==> src/rtl/div_pkg.sv <==
// Shared types and constants for the sequential restoring divider.
package div_pkg;

   typedef enum logic [1:0] {StIdle, StCalc, StFix, StDone} div_state_e;

   // Widest operand the constants below can be sliced down to.
   localparam int unsigned MaxN = 64;

   localparam logic [MaxN-1:0] DIV0_Q = '1;

   // Most negative signed value of width n: only the MSB set.
   function automatic logic [MaxN-1:0] ovf_dividend(int unsigned n);
      logic [MaxN-1:0] v;
      v        = '0;
      v[n-1]   = 1'b1;
      return v;
   endfunction

endpackage

==> src/rtl/seq_divider_if.sv <==
// Request/result bundle between EX-stage issue logic and the divider.
interface seq_divider_if #(
   parameter int unsigned N = 32
);
   logic         start;
   logic         is_signed;
   logic [N-1:0] dividend;
   logic [N-1:0] divisor;
   logic         busy;
   logic         done;
   logic [N-1:0] quotient;
   logic [N-1:0] remainder;

   modport master (
      output start, is_signed, dividend, divisor,
      input  busy, done, quotient, remainder
   );

   modport slave (
      input  start, is_signed, dividend, divisor,
      output busy, done, quotient, remainder
   );
endinterface

==> src/rtl/div_sub_step.sv <==
// One restoring-division step: trial subtract at N+1 bits, keep it if non-negative.
module div_sub_step #(
   parameter int unsigned N = 32
) (
   input  logic [N:0]   rem_shifted_i,
   input  logic [N-1:0] divisor_i,
   output logic [N:0]   rem_next_o,
   output logic         q_bit_o
);
   logic [N:0] trial;

   always_comb begin
      trial      = rem_shifted_i - {1'b0, divisor_i};
      q_bit_o    = ~trial[N];
      rem_next_o = q_bit_o ? trial : rem_shifted_i;
   end
endmodule

==> src/rtl/seq_divider.sv <==
// Multi-cycle signed/unsigned divider, one quotient bit per clock, RISC-V special cases.
module seq_divider
   import div_pkg::*;
#(
   parameter int unsigned N = 32
) (
   input logic         clk,
   input logic         rst,
   seq_divider_if.slave bus
);
   localparam int unsigned CntW = $clog2(N) + 1;
   localparam logic [N-1:0] Div0Q = DIV0_Q[N-1:0];
   localparam logic [MaxN-1:0] OvfFull = ovf_dividend(N);
   localparam logic [N-1:0] OvfDvd = OvfFull[N-1:0];

   div_state_e    state_q, state_d;
   logic [N-1:0]  dvd_q, dvd_d;
   logic [N-1:0]  dvs_q, dvs_d;
   logic [N:0]    rem_q, rem_d;
   logic [CntW-1:0] cnt_q, cnt_d;
   logic          negq_q, negq_d;
   logic          negr_q, negr_d;
   logic [N-1:0]  quot_q, quot_d;
   logic [N-1:0]  remd_q, remd_d;

   logic          dvd_neg, dvs_neg;
   logic [N:0]    rem_shift, rem_next;
   logic          q_bit;

   assign dvd_neg   = bus.is_signed & bus.dividend[N-1];
   assign dvs_neg   = bus.is_signed & bus.divisor[N-1];
   // {rem, dvd} shifted left as one register pair.
   assign rem_shift = (rem_q << 1) | {{N{1'b0}}, dvd_q[N-1]};

   div_sub_step #(.N(N)) u_step (
      .rem_shifted_i (rem_shift),
      .divisor_i     (dvs_q),
      .rem_next_o    (rem_next),
      .q_bit_o       (q_bit)
   );

   always_comb begin
      state_d = state_q;
      dvd_d   = dvd_q;
      dvs_d   = dvs_q;
      rem_d   = rem_q;
      cnt_d   = cnt_q;
      negq_d  = negq_q;
      negr_d  = negr_q;
      quot_d  = quot_q;
      remd_d  = remd_q;
      unique case (state_q)
         StIdle: begin
            if (bus.start) begin
               if (bus.divisor == '0) begin
                  quot_d  = Div0Q;
                  remd_d  = bus.dividend;
                  state_d = StDone;
               end else if (bus.is_signed && bus.dividend == OvfDvd && bus.divisor == '1) begin
                  quot_d  = bus.dividend;
                  remd_d  = '0;
                  state_d = StDone;
               end else begin
                  dvd_d   = dvd_neg ? -bus.dividend : bus.dividend;
                  dvs_d   = dvs_neg ? -bus.divisor : bus.divisor;
                  negq_d  = dvd_neg ^ dvs_neg;
                  negr_d  = dvd_neg;
                  rem_d   = '0;
                  cnt_d   = '0;
                  state_d = StCalc;
               end
            end
         end
         StCalc: begin
            // Quotient bits shift into the vacated low end of the dividend register.
            rem_d = rem_next;
            dvd_d = {dvd_q[N-2:0], q_bit};
            cnt_d = cnt_q + 1'b1;
            if (cnt_q == CntW'(N - 1)) state_d = StFix;
         end
         StFix: begin
            quot_d  = negq_q ? -dvd_q : dvd_q;
            remd_d  = negr_q ? -rem_q[N-1:0] : rem_q[N-1:0];
            state_d = StDone;
         end
         StDone: state_d = StIdle;
         default: state_d = StIdle;
      endcase
   end

   always_ff @(posedge clk or posedge rst) begin
      if (rst) begin
         state_q <= StIdle;
         dvd_q   <= '0;
         dvs_q   <= '0;
         rem_q   <= '0;
         cnt_q   <= '0;
         negq_q  <= 1'b0;
         negr_q  <= 1'b0;
         quot_q  <= '0;
         remd_q  <= '0;
      end else begin
         state_q <= state_d;
         dvd_q   <= dvd_d;
         dvs_q   <= dvs_d;
         rem_q   <= rem_d;
         cnt_q   <= cnt_d;
         negq_q  <= negq_d;
         negr_q  <= negr_d;
         quot_q  <= quot_d;
         remd_q  <= remd_d;
      end
   end

   assign bus.busy      = (state_q != StIdle);
   assign bus.done      = (state_q == StDone);
   assign bus.quotient  = quot_q;
   assign bus.remainder = remd_q;
endmodule

==> src/flat_wrapper.sv <==
// flat-port wrapper written by rule: the top's interface ports become plain ports
module seq_divider_flat import div_pkg::*;
#(
   parameter int unsigned N = 32
)
  (clk, rst, bus_start, bus_is_signed, bus_dividend, bus_divisor, bus_busy, bus_done, bus_quotient, bus_remainder);
  seq_divider_if #(.N(N)) bus_i ();
  input logic clk;
  input logic rst;
  input wire logic [$bits(bus_i.start)-1:0] bus_start;
  input wire logic [$bits(bus_i.is_signed)-1:0] bus_is_signed;
  input wire logic [$bits(bus_i.dividend)-1:0] bus_dividend;
  input wire logic [$bits(bus_i.divisor)-1:0] bus_divisor;
  output wire logic [$bits(bus_i.busy)-1:0] bus_busy;
  output wire logic [$bits(bus_i.done)-1:0] bus_done;
  output wire logic [$bits(bus_i.quotient)-1:0] bus_quotient;
  output wire logic [$bits(bus_i.remainder)-1:0] bus_remainder;
  assign bus_i.start = bus_start;
  assign bus_i.is_signed = bus_is_signed;
  assign bus_i.dividend = bus_dividend;
  assign bus_i.divisor = bus_divisor;
  assign bus_busy = bus_i.busy;
  assign bus_done = bus_i.done;
  assign bus_quotient = bus_i.quotient;
  assign bus_remainder = bus_i.remainder;
  seq_divider #(.N(N)) u_core (.clk(clk), .rst(rst), .bus(bus_i));
endmodule
==> config.mk <==
export PLATFORM = sky130hd
export DESIGN_NAME = seq_divider_flat
export DESIGN_NICKNAME = d
export VERILOG_FILES = /design/src/rtl/div_pkg.sv /design/src/rtl/seq_divider_if.sv /design/src/rtl/div_sub_step.sv /design/src/rtl/seq_divider.sv /design/src/flat_wrapper.sv
export SDC_FILE = /design/constraint.sdc
export NUM_CORES = 1
export LEC_CHECK = 0
export ABC_AREA = 1
export CORE_UTILIZATION = 40
export CTS_BUF_LIST = sky130_fd_sc_hd__clkbuf_2
export DETAILED_ROUTE_END_ITERATION = 10
export PLACE_DENSITY_LB_ADDON = 0.15
export SYNTH_ARGS = -nofsm -noshare
export SYNTH_HDL_FRONTEND = slang
export SYNTH_SLANG_ARGS = --single-unit
==> constraint.sdc <==
create_clock -name clk -period 19.9 [get_ports clk]
set_input_delay 5.97 -clock clk [delete_from_list [all_inputs] [get_ports clk]]
set_output_delay 5.97 -clock clk [all_outputs]
set_load 0.005 [all_outputs]
==> out/results.md <==
| Item | Reported | Unit |
| --- | --- | --- |
| Run status | finished with violations | - |
| Violated checks | design-rule violations | - |
| Synth cell types | 45 | - |
| Routed length on met3 | 3300 | um |
| Highest clock rate | 118 | MHz |
| Hold Path Stages | 2 | - |
| Top-Level Pins | 134 | - |
| Count of hold buffers inserted by post-cts repair | 0 | - |
| Top layer used by detailed routing | met4 | - |
| Remaining Overflow, GRT | 0 | - |
| Net total in the final layout | 2587 | - |
| Post-route minimum period | 8.51 | ns |
| Total negative setup slack | 0 | ns |
| Detailed Place HPWL | 40800 | um |
| Synth top area cells | dfrtp_1 29%, nand2_1 21%, nand3_1 11% | - |
| Hold Crit Start | u_core.bus.remainder[4] | - |
| Fraction of layout instances using a drive strength above 1 | 0.0418 | - |
| Tightest Pin Transition | 0.936 | ns |
| Layout area overhead | 12.8 | % |
| Overall global routing resource usage | 0.287 | - |
| Number of global-route vias before repair | 14500 | - |
| Synthesized cell area | 14500 | um2 |
| Net Count, Synth | 2500 | - |
| Master of the slowest instance on the critical path | nor2_4 | - |
| Share of synthesized cell area in and, or, nand and nor gates | 0.437 | - |
| Finish-stage setup viols | 0 | - |
| Number of storage elements in the synthesis netlist | 170 | - |
| Wire length per cell after detailed routing | 17.6 | um |
| Dominant delay contributor by cell family on the critical path | simple AND/OR/NAND/NOR gates | - |
| Largest family of logic cells by synthesized area | simple AND/OR/NAND/NOR gates | - |
| Min-Delay Path Class | register to register | - |
| Launch point of the worst reg-to-reg path | u_core.dvd_q[31] | - |
| Type of origin of the critical path | input pin | - |
| Leakage Power | 8.59 | nW |
| First-pass GRT wire length | 80900 | um |
| Clk sinks | 170 | - |
| TritonRoute pass-1 iters | 9 | - |
| Xor and xnor fraction of the mapped netlist area | 0.0332 | - |
| Placer Congestion | 0.963 | - |
| Core ar. | 35700 | um2 |
| Fin. max-slew vios | 0 | - |
| Largest net degree at the start of global routing | 71 | - |
| Yosys warns | 0 | - |
| Share of the synthesized area in the top cell type | 0.293 | - |
| Wire length on met1 | 23200 | um |
| Final hold violation count | 0 | - |
| Y dimension of the die | 192 | um |
| Endpoint arrival time on the critical path | 9.21 | ns |
| Critical path, cell by cell | clkdlybuf4s50_1 > inv_1 > ha_1 > inv_1 > nor3_4 > nand2_2 > inv_2 > nand2_2 > nor2_8 > inv_2 > nand3_2 > nand2_4 > nor2_4 > a21oi_1 | - |
| RSZ-0062 raised after global routing | no | - |
| Number of buffers added by the clock tree synthesis step | 17 | - |
| CTS tree | built | - |
| Average size of a mapped cell | 6.07 | um2 |
| Clk_skew | 0.0676 | ns |
| Async set or reset register ratio after synthesis | 1.00 | - |
| Number of max-cap violations | 0 | - |
| Post-CTS setup buffer count | 0 | - |
| Bufs and invs on worst path | 5 | - |
| Compound-gate portion of the synthesized area | 0.0885 | - |
| Routed length on met2 | 23800 | um |
| Port Buffer Count | 133 | - |
| Slack of the worst reg-to-reg path | 16.37 | ns |
| Initial Util | 0.407 | - |
| Floorplan die width | 192 | um |
| Antenna violations before repair | 1 | - |
| Total wire length after detailed routing | 51900 | um |
| DRT antenna net count | 0 | - |
| Clock slew at the register clock pins of the worst setup and hold paths | 0.27 | ns |
| Hold worst-path end | u_core.bus.remainder[4] | - |
| Required time reported for the critical path endpoint | 20.60 | ns |
| Max Root-Sink Buffers | 2 | - |
| Multiplexer fraction of the synthesized cell area | 0 | - |
| Number of cells produced by synthesis | 2389 | - |
| Number of cells on the worst reg-to-reg path | 17 | - |
| Endpoint of the worst register-to-register path | u_core.rem_q[25] | - |
| Fill count | 3912 | - |
| Post-synthesis share of cell area spent on full adders, half adders and majority gates | 0.0376 | - |
| Initial drt markers | 1340 | - |
| Area of the die | 37000 | um2 |
| Maximum fanout along the worst path | 46 | - |
| Placement Rows | 69 | - |
| Flip-flop cell with the highest count after synthesis | dfrtp_1 | - |
| Final Power | 2.37 | mW |
| Maximum vdd ir drop | 0.0652 | mV |
| DRC violations left | 60 | - |
| Share of synthesized area occupied by flip-flops and latches | 0.293 | - |
| Post-CTS resize count | 0 | - |
| Relative slew slack | 0.376 | - |
| Post-synthesis cell type with the largest combined area | dfrtp_1 | - |
| Detailed-route via count | 15500 | - |
| Vias per std cell | 5.26 | - |
| Later-pin clock latency in the skew report | 0.88 | ns |
| Period Utilization, post-route | 0.427 | - |
| Number of H-tree branching levels | 4 | - |
| Critical Path End Type | register | - |
| Root buf cell | clkbuf_2 | - |
| CP max stage delay | 0.75 | ns |
| Critical path class | input pin to register | - |
| Pwr/cell area | 145 | nW/um2 |
| Crit path launch | bus_divisor[0] | - |
| Count of flip-flops with a built-in enable after synthesis | 0 | - |
[synthesized netlist by cell type, types with 2 or more instances]
| library cell | n |
|---|---|
| nor4_1 | 3 |
| o211ai_1 | 3 |
| and2_1 | 4 |
| nand4_1 | 33 |
| buf_4 | 6 |
| nor2_4 | 4 |
| clkbuf_1 | 32 |
| nand3_2 | 5 |
| a21o_1 | 2 |
| nor3_1 | 38 |
| buf_6 | 5 |
| nand3_1 | 313 |
| a21oi_1 | 68 |
| buf_2 | 27 |
| a31oi_1 | 3 |
| xor2_1 | 44 |
| nand3b_1 | 19 |
| o21ai_0 | 105 |
| ha_1 | 42 |
| clkinv_1 | 3 |
| xnor2_1 | 11 |
| nor2_1 | 215 |
| inv_1 | 310 |
| dfrtp_1 | 170 |
| o31ai_1 | 5 |
| nor2_2 | 4 |
| inv_2 | 11 |
| o21ai_1 | 22 |
| nand2_1 | 830 |
| or2_2 | 4 |
| a21oi_2 | 17 |
| nand2_2 | 9 |
| o21bai_1 | 6 |
| buf_1 | 5 |
[sequential cells by signal (all words and copies together), names as in the netlist]
name / count
u_core.bus.quotient: 32
u_core.bus.remainder: 32
u_core.cnt_q: 6
u_core.dvd_q: 32
u_core.dvs_q: 32
u_core.negq_q: 1
u_core.negr_q: 1
u_core.rem_q: 32
u_core.state_q: 2
[where the power goes]
part | switching, mW | total, mW | internal, mW
Sequential | 0.110 | 0.570 | 0.460
Clock | 0.157 | 0.199 | 0.0422
Combinational | 1.08 | 1.60 | 0.522
Total | 1.35 | 2.37 | 1.02
[metrics by stage]
| step | setup WS (ns) | area (um2) | hold WS (ns) | cells | util |
|---|---|---|---|---|---|
| floorplan | 9.33 | 14500 | 0.449 | 2389 | - |
| global placement | 10.60 | 16100 | 0.466 | 2918 | 0.452 |
| detailed placement | 10.52 | 16100 | 0.466 | 2918 | 0.452 |
| CTS | 11.48 | 16400 | 0.524 | 2950 | 0.459 |
| global route | 11.18 | 16400 | 0.545 | 2952 | 0.459 |
| finish | 11.39 | 16400 | 0.519 | 2953 | 0.459 |
[how the worst max path moves through the flow]
stage / depth (start not counted) / slack, ns / end
5_1_grt: 14 / 11.18 / u_core.bus.quotient[29]
3_5_place_dp: 14 / 10.52 / u_core.bus.quotient[28]
4_1_cts: 14 / 11.48 / u_core.bus.quotient[29]
3_3_place_gp: 14 / 10.60 / u_core.bus.quotient[30]
6_report: 14 / 11.39 / u_core.bus.quotient[29]
2_1_floorplan: 1 / 9.33 / u_core.bus.quotient[0]
[layer usage]
| layer | vias to the layer above | GRT usage |
|---|---|---|
| met5 | - | 0 |
| li1 | 7760 | - |
| met1 | 7211 | 0.388 |
| met2 | 514 | 0.470 |
| met3 | 61 | 0.0389 |
| met4 | 0 | 0.0951 |
[tightest hold or removal path: cells and delay by family (launching register included)]
family / cells / cell delay [ns]
and+or+nand+nor: 2 / 0.11
DFF: 1 / 0.40
[final cells by class]
class	count	area (um2)	share of cell area
Antenna cell	3	7.51	0.000459
Tap cell	461	577	0.0352
Clock buffer	17	85.1	0.00520
Timing Repair Buffer	143	1410	0.0859
Inverter	325	1230	0.0751
Clock inverter	15	149	0.00910
Multi-Input combinational cell	1819	8660	0.529
Sequential cell	170	4250	0.260
[layout by cell type (no fill, tap or decap), types with 6 or more instances in the layout]
cell type | Yosys | routed
o21bai_1 | 6 | 6
clkdlybuf4s50_1 | 0 | 133
dfrtp_1 | 170 | 170
o21ai_1 | 22 | 22
a21oi_2 | 17 | 17
inv_2 | 11 | 11
xnor2_1 | 11 | 11
nor2_1 | 215 | 214
nand2_2 | 9 | 9
buf_4 | 6 | 10
nand4_1 | 33 | 33
ha_1 | 42 | 41
nand2_1 | 830 | 830
inv_1 | 310 | 309
clkbuf_2 | 0 | 17
nand3b_1 | 19 | 19
o21ai_0 | 105 | 105
a21oi_1 | 68 | 68
nand3_1 | 313 | 313
inv_8 | 0 | 7
nor3_1 | 38 | 38
xor2_1 | 44 | 44
[cell families (layout without fill, tap and decap cells)]
logic type                 count (synthesis)  after routing
other                                      0              3
AOI/OAI and AO/OA                        234            234
buffers and inverters                    400            500
xor gates and xnor gates                  55             55
DFF                                      170            170
adders and majority gates                 43             43
and+or+nand+nor                         1487           1487
No activity file was read; power rests on OpenSTA's default activity.
